==> config.mk <==
export PLATFORM = sky130hd
export DESIGN_NAME = fpu_mul_wb_stage
export DESIGN_NICKNAME = d
export VERILOG_FILES = /design/src/rtl/fpu_pkg.sv /design/src/rtl/fpu_skid_buf.sv /design/src/rtl/fpu_mul_wb_stage.sv
export SDC_FILE = /design/constraint.sdc
export NUM_CORES = 1
export LEC_CHECK = 0
export CORE_UTILIZATION = 30
export CTS_CLUSTER_DIAMETER = 80
export DETAILED_ROUTE_END_ITERATION = 7
export HOLD_SLACK_MARGIN = 0.03
export SLEW_MARGIN = 20
export SYNTH_ARGS = -nofsm -noshare
export SYNTH_HDL_FRONTEND = slang
export SYNTH_HIERARCHICAL = 1
export SYNTH_SLANG_ARGS = --single-unit
==> constraint.sdc <==
create_clock -name clk -period 2.92 [get_ports clk]
set_input_delay 0.584 -clock clk [delete_from_list [all_inputs] [get_ports clk]]
set_output_delay 0.584 -clock clk [all_outputs]
set_load 0.03 [all_outputs]
==> src/rtl/fpu_pkg.sv <==
// rtl/fpu_pkg.sv - shared FP32 field widths, fflags layout and skid-buffer states
package fpu_pkg;

   localparam int EXP_W = 8;
   localparam int MAN_W = 23;
   localparam logic [31:0] FP32_QNAN = 32'h7FC00000;

   localparam int FLAG_NV = 4;
   localparam int FLAG_DZ = 3;
   localparam int FLAG_OF = 2;
   localparam int FLAG_UF = 1;
   localparam int FLAG_NX = 0;

   typedef struct packed {
      logic nv;
      logic dz;
      logic of;
      logic uf;
      logic nx;
   } fflags_t;

   typedef enum logic [1:0] {
      BUF_EMPTY = 2'd0,
      BUF_ONE   = 2'd1,
      BUF_FULL  = 2'd2
   } buf_state_t;

   function automatic fflags_t map_status(input logic ovf, input logic udf, input logic nan);
      fflags_t f;
      f.nv = nan;
      f.dz = 1'b0;
      f.of = ovf;
      f.uf = udf;
      f.nx = ovf | udf;
      return f;
   endfunction

endpackage

==> src/rtl/fpu_skid_buf.sv <==
// rtl/fpu_skid_buf.sv - generic 2-entry valid/ready skid buffer
// in_ready and out_valid come straight from the state register.
module fpu_skid_buf
   import fpu_pkg::*;
#(
   parameter int W = 8
) (
   input  logic         clk,
   input  logic         rst,
   input  logic         flush,
   input  logic         in_valid,
   output logic         in_ready,
   input  logic [W-1:0] in_data,
   output logic         out_valid,
   input  logic         out_ready,
   output logic [W-1:0] out_data
);

   buf_state_t   state, state_next;
   logic [W-1:0] main_q, skid_q;
   logic         accept, fire;
   logic         load_main, load_skid, sel_skid;

   assign in_ready  = (state != BUF_FULL);
   assign out_valid = (state != BUF_EMPTY);
   assign out_data  = main_q;
   assign accept    = in_valid & in_ready;
   assign fire      = out_valid & out_ready;

   always_comb begin
      state_next = state;
      load_main  = 1'b0;
      load_skid  = 1'b0;
      sel_skid   = 1'b0;
      case (state)
         BUF_EMPTY: begin
            if (accept) begin
               state_next = BUF_ONE;
               load_main  = 1'b1;
            end
         end
         BUF_ONE: begin
            if (accept && !fire) begin
               state_next = BUF_FULL;
               load_skid  = 1'b1;
            end else if (fire && !accept) begin
               state_next = BUF_EMPTY;
            end else if (accept && fire) begin
               load_main = 1'b1;
            end
         end
         BUF_FULL: begin
            if (fire) begin
               state_next = BUF_ONE;
               load_main  = 1'b1;
               sel_skid   = 1'b1;
            end
         end
         default: state_next = BUF_EMPTY;
      endcase
      // flush wins over any accept in the same cycle
      if (flush) begin
         state_next = BUF_EMPTY;
         load_main  = 1'b0;
         load_skid  = 1'b0;
      end
   end

   always_ff @(posedge clk or posedge rst) begin
      if (rst) begin
         state  <= BUF_EMPTY;
         main_q <= '0;
         skid_q <= '0;
      end else begin
         state <= state_next;
         if (load_main) main_q <= sel_skid ? skid_q : in_data;
         if (load_skid) skid_q <= in_data;
      end
   end

endmodule

==> src/rtl/fpu_mul_wb_stage.sv <==
// rtl/fpu_mul_wb_stage.sv - FP32 multiplier writeback stage with sticky fflags
// Optional flush-to-zero of subnormal results under FPU_MUL_WB_FTZ_EN.
module fpu_mul_wb_stage
   import fpu_pkg::*;
#(
   parameter int          TAG_W     = 5,
   parameter logic [31:0] NAN_CANON = FP32_QNAN
) (
   input  logic             clk,
   input  logic             rst,
   input  logic             in_valid,
   output logic             in_ready,
   input  logic [31:0]      in_res,
   input  logic             in_ovf,
   input  logic             in_udf,
   input  logic             in_zero,
   input  logic             in_nan,
   input  logic [TAG_W-1:0] in_tag,
   input  logic             flush,
   output logic             out_valid,
   input  logic             out_ready,
   output logic [31:0]      out_res,
   output logic [TAG_W-1:0] out_tag,
   output logic [4:0]       out_flags,
   input  logic             csr_we,
   input  logic [4:0]       csr_wdata,
   output logic [4:0]       fflags
);

   localparam int PW = TAG_W + 5 + 32;

   fflags_t        cap_flags;
   logic [31:0]    cap_res;
   logic [PW-1:0]  cap_data, buf_data;
   logic [4:0]     fflags_q;
   logic           fire;
   logic           zero_unused;

   // the multiplier's zero status carries no fflags information
   assign zero_unused = in_zero;

   always_comb begin
      cap_flags = map_status(in_ovf, in_udf, in_nan);
      cap_res   = in_res;
`ifdef FPU_MUL_WB_FTZ_EN
      if (!in_nan && (in_res[MAN_W +: EXP_W] == '0) && (in_res[MAN_W-1:0] != '0)) begin
         cap_res      = {in_res[31], 31'b0};
         cap_flags.uf = 1'b1;
         cap_flags.nx = 1'b1;
      end
`endif
      if (in_nan) cap_res = NAN_CANON;
   end

   assign cap_data = {in_tag, cap_flags, cap_res};

   fpu_skid_buf #(.W(PW)) u_buf (
      .clk       (clk),
      .rst       (rst),
      .flush     (flush),
      .in_valid  (in_valid),
      .in_ready  (in_ready),
      .in_data   (cap_data),
      .out_valid (out_valid),
      .out_ready (out_ready),
      .out_data  (buf_data)
   );

   assign out_res   = buf_data[31:0];
   assign out_flags = buf_data[36:32];
   assign out_tag   = buf_data[PW-1:37];
   assign fire      = out_valid & out_ready;
   assign fflags    = fflags_q;

   // a CSR write merges with, never masks, a retiring result's flags
   always_ff @(posedge clk or posedge rst) begin
      if (rst) begin
         fflags_q <= '0;
      end else begin
         fflags_q <= (csr_we ? csr_wdata : fflags_q) | (fire ? out_flags : 5'b0);
      end
   end

endmodule

After elaboration in Yosys (flattened, before gate mapping)
Cells that the tools add are included.
{"block": "totals", "regBits": 90, "out_inout_bits": 49, "inputBits": 52, "elab_cells": 43}
{"block": "op_classes", "n_mux": 21, "n_reduce_logical": 8, "bitwise": 4, "n_eq_ne": 6}
{"op": "$mux W42", "n": 1}
{"op": "$mux W32", "n": 1}
{"op": "$mux W1", "n": 10}
{"op": "$mux W2", "n": 5}
{"op": "$mux W5", "n": 2}
{"op": "$pmux W2 S3", "n": 1}
{"op": "$or A5 B5 Y5", "n": 1}
{"op": "$ne A4 B2 Y1 const B", "n": 1}
{"op": "$logic_and A1 B1 Y1", "n": 3}
{"op": "$ne A3 B2 Y1 const B", "n": 1}
{"op": "$ne A3 B3 Y1 const B", "n": 1}
{"op": "$pmux W1 S3", "n": 1}
{"op": "$reduce_and A3 Y1", "n": 1}
{"op": "$and A1 B1 Y1", "n": 2}
{"op": "$eq A2 B1 Y1 const B", "n": 1}
{"op": "$eq A2 B2 Y1 const B", "n": 1}
{"op": "$logic_not A1 Y1", "n": 2}
{"op": "$logic_not A2 Y1", "n": 1}
{"op": "$ne A2 B2 Y1 const B", "n": 1}
{"op": "$reduce_bool A2 Y1", "n": 1}
{"op": "$or A1 B1 Y1", "n": 1}

Longest topological paths before layout
Gate-level depths: netlist of the first run.
{"block": "depth", "depth_word": 8, "depth_mapped": 5, "ltp_nobuf": 3}

Modules after synthesis
The synthesis of the first run kept the hierarchy.
{"mod": "fpu_skid_buf", "n_inst": 1, "cells_per_inst": 242, "area_each_um2": 3849.9}
{"mod": "fpu_mul_wb_stage", "n_inst": 1, "cells_per_inst": 55, "area_each_um2": 455.4}

Worst setup path before layout of the first run
No wires, ideal clock.
{"block": "synth_timing", "path_kind": "input to register", "startpoint": "input port out_ready", "endpoint": "register u_buf.main_q[10] (netlist: u_buf/out_data[10])", "setup_ps": 125, "slack_ps": 1257, "cell_stages": 4, "arrival_time_ps": 1538, "cell_sequence": "mux2i_1 -> o31ai_4 -> buf_6 -> mux2_4"}
{"block": "synth_between", "elab_chain_len": 7, "elab_cells_between_ends": 13, "classes_between": "8 x mux; 1 x bitwise; 4 x reduce/logical"}
{"item": "start: declaration", "line_no": "fpu_mul_wb_stage.sv:21", "source": "input logic out_ready,"}
{"item": "$and A1 B1 Y1 (*)", "line_no": "fpu_skid_buf.sv:28", "source": "assign fire = out_valid & out_ready;"}
{"item": "$logic_and A1 B1 Y1", "line_no": "fpu_skid_buf.sv:48", "source": "end else if (accept && fire) begin"}
{"item": "$mux W1", "line_no": "fpu_skid_buf.sv:48"}
{"item": "$mux W1", "line_no": "fpu_skid_buf.sv:46", "source": "end else if (fire && !accept) begin"}
{"item": "$mux W1", "line_no": "fpu_skid_buf.sv:43", "source": "if (accept && !fire) begin"}
{"item": "$pmux W1 S3", "line_no": "fpu_skid_buf.sv:35", "source": "case (state)"}
{"item": "$mux W1", "line_no": "fpu_skid_buf.sv:62", "source": "if (flush) begin"}
{"item": "end signal: assignment", "line_no": "fpu_skid_buf.sv:76", "source": "if (load_main) main_q <= sel_skid ? skid_q : in_data;"}
{"item": "end: declaration", "line_no": "fpu_skid_buf.sv:20", "source": "logic [W-1:0] main_q, skid_q;"}
Every way passes the cells marked *; elsewhere a longest branch is shown, timed or not.
A chain may end at the register's enable or synchronous reset.

Worst setup path after layout of the first run
{"block": "layout_timing", "startpoint": "register u_buf.state[0]", "endpoint": "output port out_valid"}
{"block": "layout_between", "elab_chain_len": 1}
{"item": "start: declaration", "line_no": "fpu_skid_buf.sv:19", "source": "buf_state_t state, state_next;"}
{"item": "start signal: assignment", "line_no": "fpu_skid_buf.sv:75", "source": "state <= state_next;"}
{"item": "$reduce_bool A2 Y1", "line_no": "fpu_skid_buf.sv:25", "source": "assign out_valid = (state != BUF_EMPTY);"}
{"item": "end: declaration", "line_no": "fpu_mul_wb_stage.sv:20", "source": "output logic out_valid,"}
Every way passes these cells.

==> metrics.txt, run 1 <==
status=completed; Die Ht=between 100 and 150 µm; starting density of the core=30.90%; # resized after CTS=0; Area after DPL=5499 µm²; total CTS buffers=9; unrepaired setup endpoints after global routing=no; post-route ant nets=0; leakage power=0.002454 µW; M1 wire length=4125 µm; worst-skew pair later-pin latency=0.35 ns; 1st-pass router iterations=3; Sequential Area=between 2000 and 2500 µm²; pwr/cell area=slightly below 700 nW/µm²; gpl congestion=0.6699; initial antenna violation count=0; post-layout util=between 40% and 50%; number of synthesized register bits=91; setup bufs post-CTS=0; CTS tree=done; Yosys top cell by area=dfrtp_1; synthesized instance count=~300; metal3 WL=between 500 and 600 µm; FMAX=426.7 MHz; worst rel slew slack=57.58%; clock sinks=91; Slew @ Worst Pin=0.6356 ns; Final setup viols=0; Highest Signal Layer=met4; antenna diode count=0; DR iter-0 viols=50; final hold vios=0; Fillers=1280; pin count of the biggest net entering global routing=43; Crit path required time=2.34 ns; Mapped Area=4305 µm²; Worst Setup End Kind=output pin; vias=2682; R2R Path Start=u_buf/state[0]; Ys Warns=6; Total Wirelength=9082 µm; hold_sp=u_buf/skid_q[27]; Max Slew Vio Count=0; Final period util=80.25%; vias per inst=4.608; hold-fix buffer count after cts=0; Cell variety after synth=25; share of cells above drive strength 1=approximately 39%; sequential area share after synthesis=52.89%; area of the multi-input gates=1889 µm²; setup TNS=0 ns; htree depth=3; Layout Skew=approximately 0.0069 ns; chip width=121.8 µm; clk buf depth=2; max cap viols=0; GRT Total Usage=13.28%; GRT Residual Overflow=0; Core Region=13930 µm²; WP data arrival=1.76 ns; detailed-route DRC error count=0; Worst VDD drop=0.0002778 V; CP Launch Point=u_buf/state[0]; Final Cell Area=roughly 6000 µm²; routed wl met2=4190 µm; top cells by area, synth=dfrtp_1 53%, mux2_2 30%, nor2b_1 4.2%; Post-Syn Area per Cell=14.50 µm²; Port Buffers=between 90 and 100; area delta synth->final=35.31%; vias in the first global route=2903; HP Class=register to register; Boundary Pins=between 100 and 150; first-pass GRT wire length=around 15000 µm; # rows=43; min cycle time layout=2.343 ns; fin nets=between 400 and 500; Setup CP Type=register to output pin; clk slew on worst S/H paths=0.07 ns; CP max FO=8; critical path launch point type=register; routed len/inst=15.60 µm; post-synth top area share=52.89%; root buffer selected by CTS=clkbuf_16; post-detail-place hpwl=5605 µm; die area=between 10000 and 15000 µm²
Yosys cell counts, drive strengths merged:
| cell | n |
|---|---|
| a21oi | 1 |
| mux2i | 1 |
| nor2b | 29 |
| conb | 1 |
| nor2 | 2 |
| nand3 | 1 |
| o31ai | 1 |
| dfrtp | 91 |
| a221o | 5 |
| and2 | 1 |
| buf | 17 |
| nand4bb | 1 |
| nand3b | 1 |
| inv | 2 |
| mux2 | 126 |
| nand2b | 1 |
| o21ba | 1 |
| or2 | 11 |
| nand2 | 2 |
| or3b | 1 |
| a21boi | 1 |
cells in the final DEF (no fill, tap or decap), drive strengths merged:
| master | instances |
|---|---|
| nand3 | 1 |
| or2 | 11 |
| a221o | 5 |
| or3b | 1 |
| a21boi | 1 |
| nand4bb | 1 |
| and2 | 1 |
| nand3b | 1 |
| a21oi | 1 |
| dfrtp | 91 |
| bufinv | 2 |
| inv | 2 |
| clkinvlp | 2 |
| nand2b | 1 |
| clkdlybuf4s50 | 99 |
| mux2i | 1 |
| o21ba | 1 |
| buf | 6 |
| clkinv | 3 |
| clkbuf | 9 |
| conb | 2 |
| mux2 | 126 |
| nor2 | 2 |
| nor2b | 29 |
| o31ai | 1 |
| nand2 | 2 |
final timing paths:
| kind | endpoint | slack, ns | cells past startpoint |
|---|---|---|---|
| max in group asynchronous | u_buf/skid_q[17] | 1.69 | 3 |
| min in group asynchronous | fflags[3] | 0.51 | 2 |
| worst min-delay path | u_buf/skid_q[27] | 0.50 | 1 |
| worst min register to register | u_buf/skid_q[27] | 0.50 | 1 |
| worst max register to register | u_buf/out_data[25] | 1.18 | 4 |
| worst max-delay path | out_valid | 0.58 | 2 |
kinds of logic (layout without fill, tap and decap cells):
logic type / after synthesis / after routing / share of synthesized area [%]
AO/OA/AOI/OAI: 9 / 9 / 2.180
flip-flops: 91 / 91 / 52.89
other: 1 / 2 / 0.08710
AND/OR/NAND/NOR: 50 / 50 / 7.352
multiplexers: 127 / 127 / 34.06
buffers and inverters: 19 / 123 / 3.429
state kept, by name (all words and copies together), names as in the netlist:
register / cells
u_buf/out_data: 42
u_buf/skid_q: 42
fflags: 5
u_buf/state: 2
cell type report:
class / instances / share of cell area, %
Clock buffer: 9 / 3.866
Tap cell: 180 / 3.866
Inverter: 2 / 0.1503
Timing Repair Buffer: 105 / 18.86
Multi-Input combinational cell: 188 / 32.43
Sequential cell: 91 / 39.09
Clock inverter: 7 / 1.740
power by group:
part | switching, µW | internal (µW) | leakage (µW)
clock | 516 | 756 | 0.000152
sequential | 139 | 1520 | 0.00112
combinational | 457 | 533 | 0.00118
total | 1110 | 2810 | 0.00245
per-layer routing:
metal  track usage (%)  vias to the layer above
met5                 0                        -
met4             6.481                        0
met3             4.448                       14
met2             21.15                       64
met1             16.02                     1363
li1                  -                     1241
critical path, stage by stage, from the launching register on:
cell and delay (ns):
dfrtp_1 0.48, or2_2 0.34, clkdlybuf4s50_1 0.59
stage by stage:
step | total power, µW | instances | hold slack [ns] | setup slack, ns
6_report | 3924 | 582 | 0.5035 | 0.5767
5_1_grt | 4127 | 582 | 0.5157 | 0.5328
4_1_cts | 3999 | 582 | 0.4991 | 0.5545
3_5_place_dp | 2688 | 566 | 0.4914 | 0.4654
3_3_place_gp | 2660 | 566 | 0.4822 | 0.4924
2_1_floorplan | 2276 | 298 | 0.3625 | 0.1142
(Power assumes the default switching activity.)
==> run 2, diff against run 1 <==
==> constraint.sdc (replaced) <==
create_clock -name clk -period 2.3 [get_ports clk]
set_input_delay 0.46 -clock clk [delete_from_list [all_inputs] [get_ports clk]]
set_output_delay 0.46 -clock clk [all_outputs]
set_load 0.03 [all_outputs]
==> run 2 against run 1 <==
  * Worst setup slack lost 0.49 ns
  * Utilization grew 0.13 points
  * Sequential power rose by 27%
  * Non-clock buffer count rose by 3
==> metrics.txt, run 2 (synthesis results as in run 1) <==
Crit path max-delay family=buffers and inverters; vias=2652 (-1.1%); Worst VDD drop=0.0003758 V (+35%); max cap viols=0 (unchanged); Total Wirelength=8692 µm (-4.3%); WHS=0.4194 ns (-0.08403 ns); vias in the first global route=2900 (-0.10%); HP Class=primary input to async pin; Most Crowded Layer GR=met2; initial antenna violation count=0 (unchanged); Final setup viols=0 (unchanged); clk buf depth=2 (unchanged); Gate power share=26.1% (+0.9 points); setup bufs post-CTS=0 (unchanged); Die Ht=121.8 µm (unchanged); Sequential Power Share=43.5% (+1.1 points); die area=14830 µm² (unchanged); root buffer selected by CTS=clkbuf_16; leakage power=0.002471 µW (+0.66%); vias per inst=4.541 (-1.5%); post-detail-place hpwl=5627 µm (+0.39%); htree depth=3 (unchanged); clock sinks=91 (unchanged); slowest stage delay, CP=0.60 ns (about the same); Switch Pwr=1335 µW (+20%); pre-CTS WS=-0.003272 ns (-0.4687 ns); CP max stage cell=clkdlybuf4s50_1; antenna diode count=0 (unchanged); min cycle time layout=2.216 ns; Boundary Pins=101 (unchanged); critical path launch point type=register; clock power share=30.5% (-1.9 points); buffer and inverter count on the worst path=1 (unchanged); post-layout util=41.94% (+0.13 points); # rows=43 (unchanged); FMAX=451.3 MHz; first-pass GRT wire length=14390 µm (-3.1%); final hold vios=0 (unchanged); WP data arrival=1.76 ns (about the same); unrepaired setup endpoints after global routing=no; GRT Residual Overflow=0 (unchanged); internal power=3512 µW (+25%); met3 Track Usage GR=4.073% (-0.37 points); Setup CP Type=register to output pin; crit-path cells=or2_2 -> clkdlybuf4s50_1; Worst Setup End Kind=output pin; chip width=121.8 µm (unchanged); pin count of the biggest net entering global routing=87 (+100%); Max Slew Vio Count=0 (unchanged); CP max FO=8 (unchanged); GRT Total Usage=12.73% (-0.56 points); Final period util=96.34%; pwr/cell area=829.4 nW/µm² (+23%); gpl congestion=0.6942 (+3.6%); CP Launch Point=u_buf/state[0]; grt met2 use=21.29% (+0.14 points); commonest non-fill, non-tap cells in the layout=116 x mux2_2, 99 x clkdlybuf4s50_1, 91 x dfrtp_1; hold-fix buffer count after cts=0 (unchanged); # resized after CTS=0 (unchanged); CTS tree=done; R2R Path Start=u_buf/state[0]; DR iter-0 viols=71 (+42%); commonest non-fill, non-tap cell in the layout=mux2_2; fin nets=452 (+0.67%); Crit path required time=1.84 ns (-0.50 ns); clk slew on worst S/H paths=0.06 ns (about the same); detailed-route DRC error count=0 (unchanged); total CTS buffers=9 (unchanged); Port Buffers=99 (unchanged); post-route ant nets=0 (unchanged); Core Region=13930 µm² (unchanged); Layout Skew=0.007512 ns (+0.0005908 ns); status=completed; starting density of the core=30.90% (unchanged); setup ws final=0.08428 ns (-0.4924 ns); share of cells above drive strength 1=38.86% (-0.19 points); FF-to-FF setup slack=0.60 ns (-0.58 ns); Switching Fraction=27.55% (-0.79 points); routed len/inst=14.88 µm (-4.6%); area delta synth->final=35.75%; worst-skew pair later-pin latency=0.34 ns (about the same); met1 GRT Util=15.41% (-0.61 points); 1st-pass router iterations=4 (+1)
-- run 2: layout make-up --
type | count | area (µm²)
fillers | 1310 | 8090
multi-input cells | 188 | 1889
repair buffers | 108 | 1146
well taps | 180 | 225.2
flip-flops and latches | 91 | 2277
inverters | 2 | 11.26
clock inverters | 2 | 35.03
clock buffers | 13 | 260.3
-- run 2: through the flow --
step           instances  area, µm²   TNS (ns)  power [µW]
2_1_floorplan        298       4313          0        2890
4_1_cts              584       5844          0        4938
3_5_place_dp         569       5549  -0.007449        3416
5_1_grt              584       5844          0        5110
6_report             584       5844          0        4847
3_3_place_gp         569       5549          0        3378
-- run 2: path summary, 6_finish.rpt --
kind                                           to  cells after the start
worst min-delay path                    fflags[4]                      2
worst max-delay path                    out_valid                      2
worst max register to register  u_buf/out_data[3]                      4
worst min register to register   u_buf/skid_q[39]                      1
min in group clk                 u_buf/skid_q[39]                      1
max in group asynchronous       u_buf/out_data[3]                      3
-- run 2: power groups by stage --
stage | clock (µW) | sequential, µW | combinational (µW)
finish | 1480 | 2110 | 1260
global route | 1610 | 2150 | 1340
CTS | 1540 | 2110 | 1280
detailed placement | 0 | 2140 | 1280
global placement | 0 | 2120 | 1260
floorplan | 0 | 2390 | 501
-- run 2: layer usage --
layer | vias up | part of all wire (%)
li1 | 1252 | -
met1 | 1327 | 45
met2 | 65 | 49
met3 | 8 | 5.3
met4 | 0 | 1.3
met5 | - | 0
==> run 3, diff against run 2 <==
--- a/config.mk
+++ b/config.mk
@@ -8,7 +8,7 @@
 export CORE_UTILIZATION = 30
 export CTS_CLUSTER_DIAMETER = 80
 export DETAILED_ROUTE_END_ITERATION = 7
-export HOLD_SLACK_MARGIN = 0.03
+export HOLD_SLACK_MARGIN = 0.08
 export SLEW_MARGIN = 20
 export SYNTH_ARGS = -nofsm -noshare
 export SYNTH_HDL_FRONTEND = slang
==> results of run 3 <==
Final layout, timing and power as in run 2 (identical DEF).
